$ cat config.mk
export PLATFORM = sky130hd
export DESIGN_NAME = interval_timer_arbiter
export DESIGN_NICKNAME = d
export VERILOG_FILES = /design/src/rtl/interval_timer_arbiter.sv
export SDC_FILE = /design/constraint.sdc
export NUM_CORES = 1
export LEC_CHECK = 0
export BUFFER_PORTS_ARGS = -buffer_cell sky130_fd_sc_hd__buf_2
export CAP_MARGIN = 10
export CORE_MARGIN = 2
export CORE_UTILIZATION = 45
export CTS_BUF_LIST = sky130_fd_sc_hd__clkbuf_8
export DETAILED_ROUTE_END_ITERATION = 10
export PLACE_DENSITY = 0.71
export SLEW_MARGIN = 15
export SYNTH_ARGS = -nofsm -noshare
export SYNTH_HDL_FRONTEND = slang
export SYNTH_SLANG_ARGS = --single-unit
$ cat constraint.sdc
create_clock -name clk -period 6.8 [get_ports clk]
set_input_delay 1.36 -clock clk [delete_from_list [all_inputs] [get_ports clk]]
set_output_delay 1.36 -clock clk [all_outputs]
set_load 0.02 [all_outputs]
$ cat src/rtl/interval_timer_arbiter.sv
// Round-robin arbiter sharing one interval counter among NUM_REQ requesters.
// Optional abort-on-request-drop behaviour is enabled by defining INTERVAL_TIMER_ARB_ABORT_EN.
module interval_timer_arbiter #(
  parameter int NUM_REQ   = 4,
  parameter int MAX_TICKS = 1023,
  parameter int WIDTH     = $clog2(MAX_TICKS + 1)
) (
  input  logic                     clk,
  input  logic                     reset,
  input  logic                     tick_en,
  input  logic [NUM_REQ-1:0]       req,
  input  logic [NUM_REQ*WIDTH-1:0] req_ticks,
  output logic [NUM_REQ-1:0]       grant,
  output logic [NUM_REQ-1:0]       done,
  output logic                     busy,
  output logic [WIDTH-1:0]         count
);

  localparam int PTR_W = (NUM_REQ > 1) ? $clog2(NUM_REQ) : 1;

  // Handshake: a requester raises req (level) and holds it; grant is the one-hot
  // owner while its window runs; done pulses for one cycle to end the window,
  // after which the requester may drop or re-raise req.
  typedef enum logic [1:0] {ST_IDLE, ST_RUN, ST_DONE} state_t;

  state_t               state, state_d;
  logic [PTR_W-1:0]     ptr, ptr_d;
  logic [PTR_W-1:0]     winner, winner_d;
  logic [WIDTH-1:0]     target, target_d;
  logic [WIDTH-1:0]     count_d;
  logic [NUM_REQ-1:0]   grant_d, done_d;
  logic                 busy_d;

  logic [WIDTH-1:0]     ticks_arr [NUM_REQ];
  logic [PTR_W:0]       cand;
  logic [PTR_W-1:0]     pick_idx;
  logic                 pick_found;
  logic [WIDTH-1:0]     pick_ticks;
  logic [WIDTH-1:0]     count_inc;
  logic [PTR_W-1:0]     next_ptr;
  logic                 abort_now;

  function automatic logic [NUM_REQ-1:0] onehot(input logic [PTR_W-1:0] idx);
    logic [NUM_REQ-1:0] v;
    v      = '0;
    v[idx] = 1'b1;
    return v;
  endfunction

  always_comb begin
    for (int i = 0; i < NUM_REQ; i++) begin
      ticks_arr[i] = req_ticks[i*WIDTH +: WIDTH];
    end
  end

  // Scan from the pointer upwards, wrapping, and take the first active request.
  always_comb begin
    pick_found = 1'b0;
    pick_idx   = '0;
    cand       = '0;
    for (int i = 0; i < NUM_REQ; i++) begin
      cand = {1'b0, ptr} + (PTR_W+1)'(i);
      if (cand >= (PTR_W+1)'(NUM_REQ)) begin
        cand = cand - (PTR_W+1)'(NUM_REQ);
      end
      if (!pick_found && req[cand[PTR_W-1:0]]) begin
        pick_found = 1'b1;
        pick_idx   = cand[PTR_W-1:0];
      end
    end
  end

  assign pick_ticks = ticks_arr[pick_idx];
  assign count_inc  = count + WIDTH'(1);
  assign next_ptr   = (winner == PTR_W'(NUM_REQ - 1)) ? '0 : winner + PTR_W'(1);

`ifdef INTERVAL_TIMER_ARB_ABORT_EN
  assign abort_now = !req[winner];
`else
  assign abort_now = 1'b0;
`endif

  always_comb begin
    state_d  = state;
    ptr_d    = ptr;
    winner_d = winner;
    target_d = target;
    count_d  = count;
    grant_d  = grant;
    done_d   = '0;
    busy_d   = busy;
    case (state)
      ST_IDLE: begin
        grant_d = '0;
        busy_d  = 1'b0;
        if (pick_found) begin
          state_d  = ST_RUN;
          winner_d = pick_idx;
          // A zero-length request still costs one tick.
          target_d = (pick_ticks == '0) ? WIDTH'(1) : pick_ticks;
          count_d  = '0;
          grant_d  = onehot(pick_idx);
          busy_d   = 1'b1;
        end
      end
      ST_RUN: begin
        if (abort_now) begin
          state_d = ST_IDLE;
          grant_d = '0;
          busy_d  = 1'b0;
          ptr_d   = next_ptr;
        end else if (tick_en) begin
          count_d = count_inc;
          if (count_inc == target) begin
            state_d = ST_DONE;
            grant_d = '0;
            done_d  = onehot(winner);
          end
        end
      end
      ST_DONE: begin
        state_d = ST_IDLE;
        busy_d  = 1'b0;
        ptr_d   = next_ptr;
      end
      default: begin
        state_d = ST_IDLE;
        grant_d = '0;
        busy_d  = 1'b0;
      end
    endcase
  end

  always_ff @(posedge clk or posedge reset) begin
    if (reset) begin
      state  <= ST_IDLE;
      ptr    <= '0;
      winner <= '0;
      target <= '0;
      count  <= '0;
      grant  <= '0;
      done   <= '0;
      busy   <= 1'b0;
    end else begin
      state  <= state_d;
      ptr    <= ptr_d;
      winner <= winner_d;
      target <= target_d;
      count  <= count_d;
      grant  <= grant_d;
      done   <= done_d;
      busy   <= busy_d;
    end
  end

endmodule

Yosys cells after proc, flatten, opt, wreduce, memory -nomap -nowiden

Index checks and enable logic that the tools add are counted.

Register bits: 35
Bits of input ports: 47

$add $sub $neg: 9
$lt $le $gt $ge: 13
Eq/ne operators: 7
Muxes and demuxes: 45
Bitwise operators: 2
Reductions and logical operators: 15

Operators by type and width:

| kind                                                                                 | number |
|---|---|
| 10-bit two-way mux                                                                   | 5 |
| 2-bit two-way mux                                                                    | 12 |
| 4-bit two-way mux                                                                    | 6 |
| 10-bit binary-select mux with 2-bit select                                           | 1 |
| 10-bit case mux with 2 select lines                                                  | 1 |
| 2-bit by 3-bit < comparator with 1-bit output (second input constant)                | 6 |
| 3-bit greater-or-equal comparator (second input constant)                            | 4 |
| 4-bit case mux with 3 select lines                                                   | 1 |
| 1-bit two-way mux                                                                    | 11 |
| 10-bit by 1-bit adder with 10-bit output (second input constant)                     | 1 |
| 10-bit == test                                                                       | 1 |
| 10-bit zero test                                                                     | 1 |
| 3-bit AND reduction                                                                  | 3 |
| 1-bit binary-select mux with 2-bit select                                            | 4 |
| 2-bit by 1-bit subtractor with 2-bit output (second input constant)                  | 4 |
| 2-bit by 2-bit adder with 3-bit output (second input constant)                       | 2 |
| 2-bit != test (second input constant)                                                | 3 |
| 1-bit logical AND                                                                    | 5 |
| 1-bit demux with 2-bit select                                                        | 2 |
| 2-bit == test (second input constant)                                                | 2 |
| 2-bit by 1-bit greater-or-equal comparator with 1-bit output (second input constant) | 2 |
| 2-bit case mux with 2 select lines                                                   | 1 |
| 2-bit by 1-bit adder with 3-bit output (second input constant)                       | 1 |
| 2-bit by 3-bit greater-or-equal comparator with 1-bit output (second input constant) | 1 |
| 9 further kinds                                                                      | 11 |

Depth between registers and ports, before layout

Gate-level depths: netlist (run 1).

Depth in word-level cells: 20
Depth in mapped cells: 9
Gate-level depth less buffers: 9

Worst setup path after synthesis (run 1)

No wires, ideal clock.

Path type: input to register
Start: input req[0]
End: register target[0]
Library setup time: 0.124 ns
Arrival time: 3.037 ns
Data required time: 6.676 ns
Slack: 3.639 ns
Stages: 9
Path buffers: 1
Path through: and2_1 o21ai_0 a21oi_1 nor2_1 buf_2 mux2_2 nand3_1 nor4_1 a211o_1

Longest elaborated chain between the ends: 18
Elaborated cells on any way between the ends: 29
Classes of those cells: mux: 20; bitwise: 1; reduce/logical: 8

Ends and longest elaborated chain:

| item                                                  | line | text |
|---|---|---|
| start: declaration                                    | 11   | `input logic [NUM_REQ-1:0] req,` |
| 1-bit binary-select mux with 2-bit select             | 66   | `if (!pick_found && req[cand[PTR_W-1:0]]) begin` |
| 1-bit two-way mux (not written as such)               | 66   |  |
| 1-bit two-way mux                                     | 66   |  |
| 1-bit zero test                                       | 66   |  |
| 1-bit logical AND                                     | 66   |  |
| 1-bit two-way mux                                     | 66   |  |
| 1-bit zero test                                       | 66   |  |
| 1-bit logical AND                                     | 66   |  |
| 1-bit two-way mux                                     | 66   |  |
| 1-bit zero test                                       | 66   |  |
| 1-bit logical AND                                     | 66   |  |
| 2-bit two-way mux                                     | 66   |  |
| 2-bit NOT with 3-bit output (not written as such)     | 73   | `assign pick_ticks = ticks_arr[pick_idx];` |
| 10-bit binary-select mux with 2-bit select            | 73   |  |
| 10-bit two-way mux (not written as such) (2 in a row) | 73   |  |
| 10-bit zero test                                      | 100  | `target_d = (pick_ticks == '0) ? WIDTH'(1) : pick_ticks;` |
| 10-bit two-way mux                                    | 100  |  |
| end signal: assignment                                | 148  | `target <= target_d;` |
| end: declaration                                      | 29   | `logic [WIDTH-1:0] target, target_d;` |

Several ways; a longest one is shown, not always the timed one. The select of a mux whose other input is x is not followed.
A chain may end at the register's enable or synchronous reset.

Worst setup path in the final report (run 1)

Ends and elaborated chain as after synthesis.

==> results.md, run 1 <==
- Hpwl dp: 3420 um
- Placer Congestion: 0.829
- H-tree depth: 2
- Clk buf depth: 2
- Die area: 5500 um2
- Largest family of logic cells by synthesized area: simple AND/OR/NAND/NOR gates
- Root Driver: clkbuf_8
- Diode count: 0
- Type of origin of the critical path: primary input
- Nets: 351
- Pin count of the biggest net entering global routing: 36
- Mapped Area: 2210 um2
- WP data required: between 6 and 7 ns
- Synth Area in Compound Gates: 0.145
- Die height: about 74 um
- CTS buffer count: 5
- Worst-Margin Slew: between 1 and 1.5 ns
- Max Fclk: ~0.3 GHz
- Hold_buf cts: 0
- TritonCTS clock tree: done
- Post-CTS Resized: 0
- DP Cell Count: around 360
- Vias in the first global route: 1744
- Synth top cells by count: dfrtp_1, nand2_1, o21ai_0
- Port buffer count: 65
- Gr ovfl total: 0
- Num Clock Sinks: 35
- Core Rows: 25
- Largest cells by area after synthesis: dfrtp_1, mux2i_1, o21ai_0, nand2_1, mux2_2
- Post-CTS Setup Inserts: 0
- Largest fanout on the critical path: 15
- Synth unique cells: 44
- Slew margin rel.: 0.319
- DRC viols: 0
- Fin. max-slew vios: 0
- Layout cell share with drive strength beyond 1: 0.310
- Pre-antenna DRT Iters: 4
- Type of the most critical hold path: flop to flop
- DRT iter0 DRCs: 113
- Most common cell in the netlist: dfrtp_1
- Total routed wirelength: approximately 4500 um
- Setup TNS: 0 ns
- Crit. End Element: flop
- Post-synthesis mux area share: 0.149
- FFs w/ async S/R, synth: 1.00
- Primary FF master, synth: dfrtp_1
- Final-report setup violation count: 0
- Initial antenna violation count: 0
- Clock Pin Slew Worst Setup and Hold Paths: roughly 0.060 ns
- Synth-to-Final Area Change: 21.1%
- Syn nets: 285
- Sequential share of the synthesized area: 0.395
- Leakage power: 1.29 nW
- Peak supply drop: about 0.14 mV
- Die X: 74.2 um
- Core Region: 4720 um2
- Vias/cell: between 5 and 6
- Overall global routing resource usage: 0.181
- Post-synthesis simple-gate area fraction: 0.193
- Num ports: 66
- First-pass GRT wire length: 7750 um
- WL per Instance: 12.1 um
- Power density cells: 290 nW/um2
- Cell type with the largest total area after synthesis: dfrtp_1
- Cells after synthesis: 233
- Unrepaired setup endpoints after global routing: false
- Tcrit/Tclk final: 0.502
- Status: complete, no violations
- Finished Layout Cells: 367
- Crit Path Category: primary input to flop
- Avg Cell Area, Syn: about 9.5 um2
- EDFF count, synth: 0
- Fin crit period: 3.41 ns
- Routed Antenna Nets: 0
- WP data arrival: approximately 3.6 ns
- Hold Fails Final Rpt: 0
- Adder-cell share of the synthesized area: 0.0282
- Skew-Pair Late Insertion Delay: 0.29 ns
- Yosys top cell area share: 0.395
- #FFs+latches synth: 35
- Initial Util: 0.469
- DR vias: 1862
- Xor/xnor share of the synthesized area: 0.0554
- Final Skew: around 0.0064 ns
- Yosys Warn Count: 0
- Max Cap Violations: 0
==> cells by family after synthesis <==
logic type / Yosys count
AND/OR/NAND/NOR: 82
AO/OA/AOI/OAI: 51
flip-flops: 35
multiplexers: 31
buffers and inverters: 15
XOR/XNOR: 14
adder cells (fa/ha/maj): 5
==> per-layer routing <==
metal | vias up | GRT usage | routed length [um]
li1 | 956 | - | -
met1 | 837 | 0.253 | 2260
met2 | 60 | 0.272 | 1860
met3 | 9 | 0.0298 | 233
met4 | 0 | 0.0929 | 97
met5 | - | 0 | 0
==> worst max-delay path: stages <==
cell	delay, ns
buf_2	0.12
and2_1	0.17
o21ai_0	0.15
a21oi_1	0.11
nor2_1	0.79
mux2_2	0.44
nand4_1	0.11
nor4_1	0.06
a211o_1	0.28
==> cell type report <==
class	count	area (um2)
fill	439	2040
multi-input combinational	183	1270
sequential	35	876
timing repair buffer	68	348
tap	67	83.8
clock buffer	5	68.8
inverter	6	22.5
clock inverter	3	12.5
==> worst paths after layout <==
| path | slack [ns] | startpoint | cells after the start | end |
|---|---|---|---|---|
| setup / recovery | 3.39 | req[0] | 9 | target[0] |
| min in group asynchronous | 1.15 | reset | 3 | done[3] |
| max in group asynchronous | 5.34 | reset | 3 | target[9] |
| hold / removal | 0.48 | busy | 2 | busy |
| hold reg to reg | 0.48 | busy | 2 | busy |
| setup reg to reg | 4.11 | ptr[1] | 8 | target[0] |
==> stage by stage <==
| step | util | hold slack, ns | power, mW | area, um2 | worst slack [ns] |
|---|---|---|---|---|---|
| after floorplan | - | 0.464 | 0.556 | 2210 | 3.64 |
| after global placement | 0.550 | 0.476 | 0.642 | 2600 | 3.18 |
| after detailed placement | 0.550 | 0.471 | 0.645 | 2600 | 3.11 |
| after CTS | 0.568 | 0.487 | 0.790 | 2680 | 3.42 |
| after global routing | 0.568 | 0.500 | 0.846 | 2680 | 3.15 |
| final | 0.568 | 0.480 | 0.778 | 2680 | 3.39 |
==> sequential cells by signal, summed over array words and instances, names as in the netlist <==
| register | count |
|---|---|
| count | 10 |
| target | 10 |
| done | 4 |
| grant | 4 |
| ptr | 2 |
| state | 2 |
| winner | 2 |
| busy | 1 |
==> cells in the final DEF (no fill, tap or decap), types with 2 or more instances in the layout <==
cell	n
a22oi_1	2
nand2_1	33
ha_1	5
nand2b_1	3
buf_2	65
a22o_1	2
nor2b_1	2
o31ai_1	4
buf_4	3
clkbuf_8	5
nand3_1	4
inv_1	8
or3_1	2
and2_1	8
nor3_1	3
xor2_1	7
mux2i_1	19
nor3b_1	2
mux2_2	11
nand4_1	2
o21ai_0	29
a21oi_1	5
nor2_1	13
xnor2_1	7
nor4_1	2
dfrtp_1	35
o211ai_1	2
==> power breakdown <==
part | total [mW] | switching, mW | internal, mW
clock network | 0.141 | 0.0723 | 0.0688
logic | 0.298 | 0.164 | 0.135
registers | 0.339 | 0.0684 | 0.270
total | 0.778 | 0.305 | 0.474
(Power assumes the default switching activity.)
==> inputs of run 2 (changes only) <==
==> constraint.sdc (replaced) <==
create_clock -name clk -period 3.5 [get_ports clk]
set_input_delay 0.7 -clock clk [delete_from_list [all_inputs] [get_ports clk]]
set_output_delay 0.7 -clock clk [all_outputs]
set_load 0.02 [all_outputs]
==> results.md, run 2 (synthesis results as in run 1) <==
- DR vias: 1882
- Skew-Pair Late Insertion Delay: 0.29 ns
- DRC viols: 0
- Die X: between 70 and 80 um
- First-pass GRT wire length: 7690 um
- Type of the most critical hold path: primary input to asynchronous set/reset pin
- Die area: roughly 5500 um2
- Nets: 353
- Peak supply drop: 0.245 mV
- Clock share of power: 0.177
- Initial antenna violation count: 0
- H-tree depth: 2
- Die height: between 70 and 80 um
- WL per Instance: 12.2 um
- Largest fanout on the critical path: 9
- Diode count: 0
- Post-CTS Setup Inserts: 0
- Final Skew: 0.00391 ns
- Area after DPL: approximately 2600 um2
- Synth-to-Final Area Change: 21.8%
- Root Driver: clkbuf_8
- Final-report setup violation count: 0
- Vias/cell: 5.10
- Num ports: 66
- Clock Pin Slew Worst Setup and Hold Paths: 0.07 ns
- Pin count of the biggest net entering global routing: 36
- Sw Share: 0.391
- Power density cells: 565 nW/um2
- Combinational share of power: 0.392
- Pre-antenna DRT Iters: 4
- FF-to-FF setup slack: 0.91 ns
- Clk buf depth: 2
- Setup TNS: 0 ns
- Max Fclk: 0.387 GHz
- Gr ovfl total: 0
- Core Rows: 25
- Worst r2r src: count[3]
- Max Cap Violations: 0
- Psw: 0.596 mW
- Leakage power: 1.30 nW
- Num Clock Sinks: 35
- WP data arrival: roughly 2.8 ns
- Int Pwr: 0.926 mW
- Post-CTS Resized: 0
- WP data required: 3.68 ns
- Type of origin of the critical path: flop
- Hold Slack: 0.486 ns
- Total routed wirelength: 4510 um
- Unrepaired setup endpoints after global routing: false
- Placer Congestion: 0.860
- TritonCTS clock tree: done
- Slew margin rel.: 0.608
- Commonest non-fill, non-tap cell in the layout: buf_2
- Crit. End Element: flop
- Status: complete, no violations
- DP Cell Count: 361
- Layout cell share with drive strength beyond 1: 0.315
- Worst reg-to-reg path cell count: 8
- DRT iter0 DRCs: about 130
- Tot Pwr: 1.52 mW
- CTS buffer count: 5
- Worst r2r dst: grant[2]
- Fin. max-slew vios: 0
- Fin crit period: 2.59 ns
- Port buffer count: 65
- Overall global routing resource usage: 0.181
- Tcrit/Tclk final: 0.739
- Worst-Margin Slew: about 0.58 ns
- Part of the power in registers: 0.432
- Crit Path Category: flop to flop
- Hpwl dp: 3490 um
- Initial Util: 0.469
- Post-Layout Inst Area: between 2000 and 3000 um2
- Hold_buf cts: 0
- Core Region: 4720 um2
- Hold Fails Final Rpt: 0
- Largest registers: count x10, target x10
- Fillers: 423
- Routed Antenna Nets: 0
- Commonest non-fill, non-tap cells in the layout: buf_2, dfrtp_1, nand2_1
- Vias in the first global route: 1723
- Finished Layout Cells: 369
## run 2: changes by cell type in the layout (fill, tap and decap cells not counted)
cell   change
buf_4      +2
## run 2: per-layer routing
layer | global-route usage | vias up | share of wire
met4 | 0.0566 | 0 | 0.013
met3 | 0.0379 | 5 | 0.058
met5 | 0 | - | 0
li1 | - | 960 | -
met2 | 0.278 | 57 | 0.44
met1 | 0.256 | 860 | 0.49
## run 2: layout make-up
cell class                      instances  area [um2]  area share
Timing Repair Buffer                   70         363       0.135
Clock buffer                            5        68.8      0.0255
Clock inverter                          3        12.5     0.00464
Sequential cell                        35         876       0.325
Inverter                                6        22.5     0.00835
Tap cell                               67        83.8      0.0311
Multi-Input combinational cell        183        1270       0.471
## run 2: power groups by stage
stage | clock, mW | sequential, mW | combinational [mW]
after floorplan | 0 | 0.688 | 0.391
after global placement | 0 | 0.659 | 0.593
after detailed placement | 0 | 0.665 | 0.599
after CTS | 0.278 | 0.658 | 0.601
after global routing | 0.292 | 0.685 | 0.683
final | 0.269 | 0.657 | 0.596
## run 2: worst max path at each step
stage / startpoint / to / slack [ns] / cells after the start
2_1_floorplan: count[0] / grant[2] / 0.97 / 9
3_3_place_gp: req[0] / target[0] / 0.88 / 9
3_5_place_dp: req[0] / target[0] / 0.83 / 9
4_1_cts: count[0] / grant[2] / 0.89 / 9
5_1_grt: count[0] / grant[2] / 0.71 / 9
6_report: count[3] / grant[2] / 0.91 / 8
## run 2: critical path, stage by stage (launching register included)
cell and delay (ns):
dfrtp_1 0.52, nand4_1 0.20, nor4_1 0.57, xnor2_1 0.19, o211ai_1 0.10, or4_4 0.52
nand2_1 0.12, nand2_1 0.07, a22o_1 0.18
## run 2: stage by stage
| stage | utilization | setup WS (ns) |
|---|---|---|
| 6_report | 0.571 | 0.914 |
| 5_1_grt | 0.571 | 0.713 |
| 4_1_cts | 0.571 | 0.893 |
| 3_5_place_dp | 0.554 | 0.833 |
| 3_3_place_gp | 0.554 | 0.877 |
| 2_1_floorplan | - | 0.970 |
==> inputs of run 3 (changes only) <==
==> constraint.sdc (replaced) <==
create_clock -name clk -period 2.6 [get_ports clk]
set_input_delay 0.52 -clock clk [delete_from_list [all_inputs] [get_ports clk]]
set_output_delay 0.52 -clock clk [all_outputs]
set_load 0.02 [all_outputs]
==> results.md, run 3 (synthesis results as in run 1) <==
- Status: complete, no violations
- Num ports: 66
- Unrepaired setup endpoints after global routing: false
- FF+latch area: 876 um2
- Part of the power in registers: 0.404
- Footprint of the multi-input gates: 1270 um2
- Leakage power: 1.33 nW
- Finished Layout Cells: about 370
- Setup TNS: 0 ns
- Initial antenna violation count: 0
- Total routed wirelength: 4700 um
- Type of the most critical hold path: primary input to asynchronous set/reset pin
- Peak supply drop: 0.285 mV
- DP Cell Count: between 300 and 400
- Core Rows: 25
- Ordered list of cells on the worst path: ha_1 -> xnor2_1 -> o2111ai_1 -> or3_1 -> or4_4 -> nand2_1 -> nand2_1 -> a21o_1
- Clock share of power: 0.183
- Crit-path most repeated cell: nand2_1
- H-tree depth: 2
- Max Fclk: 0.415 GHz
- Initial Util: 0.469
- CP peak stage delay: roughly 0.55 ns
- Synth-to-Final Area Change: 24.9%
- Pin count of the biggest net entering global routing: 36
- Die X: 74.2 um
- Final-report setup violation count: 0
- Sw Share: 0.383
- Gr ovfl total: 0
- Num Clock Sinks: 35
- WL per Instance: roughly 13 um
- Overall global routing resource usage: 0.191
- Root Driver: clkbuf_8
- Placer Congestion: 0.885
- Worst-Margin Slew: 0.494 ns
- DR vias: 1908
- Max Cap Violations: 0
- WP data required: 2.77 ns
- Fin crit period: 2.41 ns
- Nets: 359
- Port buffer count: 65
- Commonest non-fill, non-tap cell in the layout: buf_2
- Layout cell share with drive strength beyond 1: 0.336
- Pre-antenna DRT Iters: 4
- Crit. End Element: flop
- Hold_buf cts: 0
- Diode count: 0
- Fin util: 0.585
- Core Region: 4720 um2
- Power density cells: 769 nW/um2
- Hpwl dp: 3630 um
- Commonest non-fill, non-tap cells in the layout: buf_2, dfrtp_1, nand2_1
- Final Skew: 0.00477 ns
- Slowest cell on crit path: or4_4
- Int Pwr: around 1.3 mW
- TritonCTS clock tree: done
- Vias in the first global route: 1836
- Slew margin rel.: 0.667
- Type of origin of the critical path: flop
- Fillers: 406
- Die area: ~5500 um2
- Vias/cell: 5.10
- WP data arrival: approximately 2.6 ns
- Area after DPL: 2670 um2
- Post-Layout Inst Area: 2770 um2
- Routed Antenna Nets: 0
- Tcrit/Tclk final: 0.927
- DRC viols: 0
- Hold Slack: 0.322 ns
- Combinational share of power: 0.413
- Psw: between 0.8 and 0.9 mW
- Clk buf depth: 2
- Clock Pin Slew Worst Setup and Hold Paths: 0.07 ns
- Largest registers: count x10, target x10
- Largest fanout on the critical path: 4
- Crit Path Category: flop to flop
- First-pass GRT wire length: 8180 um
- Hold Fails Final Rpt: 0
- Skew-Pair Late Insertion Delay: 0.28 ns
- Die height: 74.2 um
- DRT iter0 DRCs: 155
- CTS buffer count: 5
- Fin. max-slew vios: 0
## run 3: power by group through the flow
stage                     combinational (mW)  clock, mW  sequential (mW)
final                                  0.877      0.388            0.860
after global routing                   0.994      0.424            0.884
after CTS                              0.887      0.399            0.860
after detailed placement               0.882          0            0.867
after global placement                 0.870          0            0.865
after floorplan                        0.526          0            0.927
## run 3: final timing paths
path,slack [ns],to,depth (start not counted),from
max,0.19,grant[0],8,count[0]
min,0.32,done[2],3,reset
max reg2reg,0.19,grant[0],8,count[0]
min reg2reg,0.50,busy,2,busy
max in group asynchronous,1.97,count[7],3,reset
min in group clk,0.50,busy,2,busy
## run 3: cell type report
| type | instances | area share |
|---|---|---|
| Clock buffer | 6 | 0.0299 |
| Clock inverter | 1 | 0.00181 |
| Inverter | 6 | 0.00814 |
| Multi-Input combinational cell | 183 | 0.461 |
| Sequential cell | 35 | 0.317 |
| Tap cell | 67 | 0.0303 |
| Timing Repair Buffer | 76 | 0.152 |
## run 3: layer usage
metal  vias to the layer above  wire length (um)  global-route usage
met5                         -                 0                   0
met4                         0                34              0.0525
met3                         2               228              0.0352
met2                        60              2130               0.302
met1                       879              2310               0.269
li1                        967                 -                   -
## run 3: metrics by stage
| step | setup slack [ns] | power (mW) |
|---|---|---|
| after floorplan | 0.0701 | 1.45 |
| after global placement | 0.196 | 1.73 |
| after detailed placement | 0.184 | 1.75 |
| after CTS | 0.168 | 2.15 |
| after global routing | 0.0488 | 2.30 |
| final | 0.191 | 2.13 |
## run 3: timing repair
| action | 4_1_cts | 5_1_grt |
|---|---|---|
| resized for setup | 0 | 1 |
| setup buffers | 0 | 0 |
| setup endpoints to repair | 0 | 7 |
## run 3: critical path, delay by kind of cell, from the launching register on
family	cells	cell delay, ns
compound gates	2	0.30
simple gates	4	1.08
fa+ha+maj	1	0.34
flops	1	0.41
xor+xnor	1	0.16
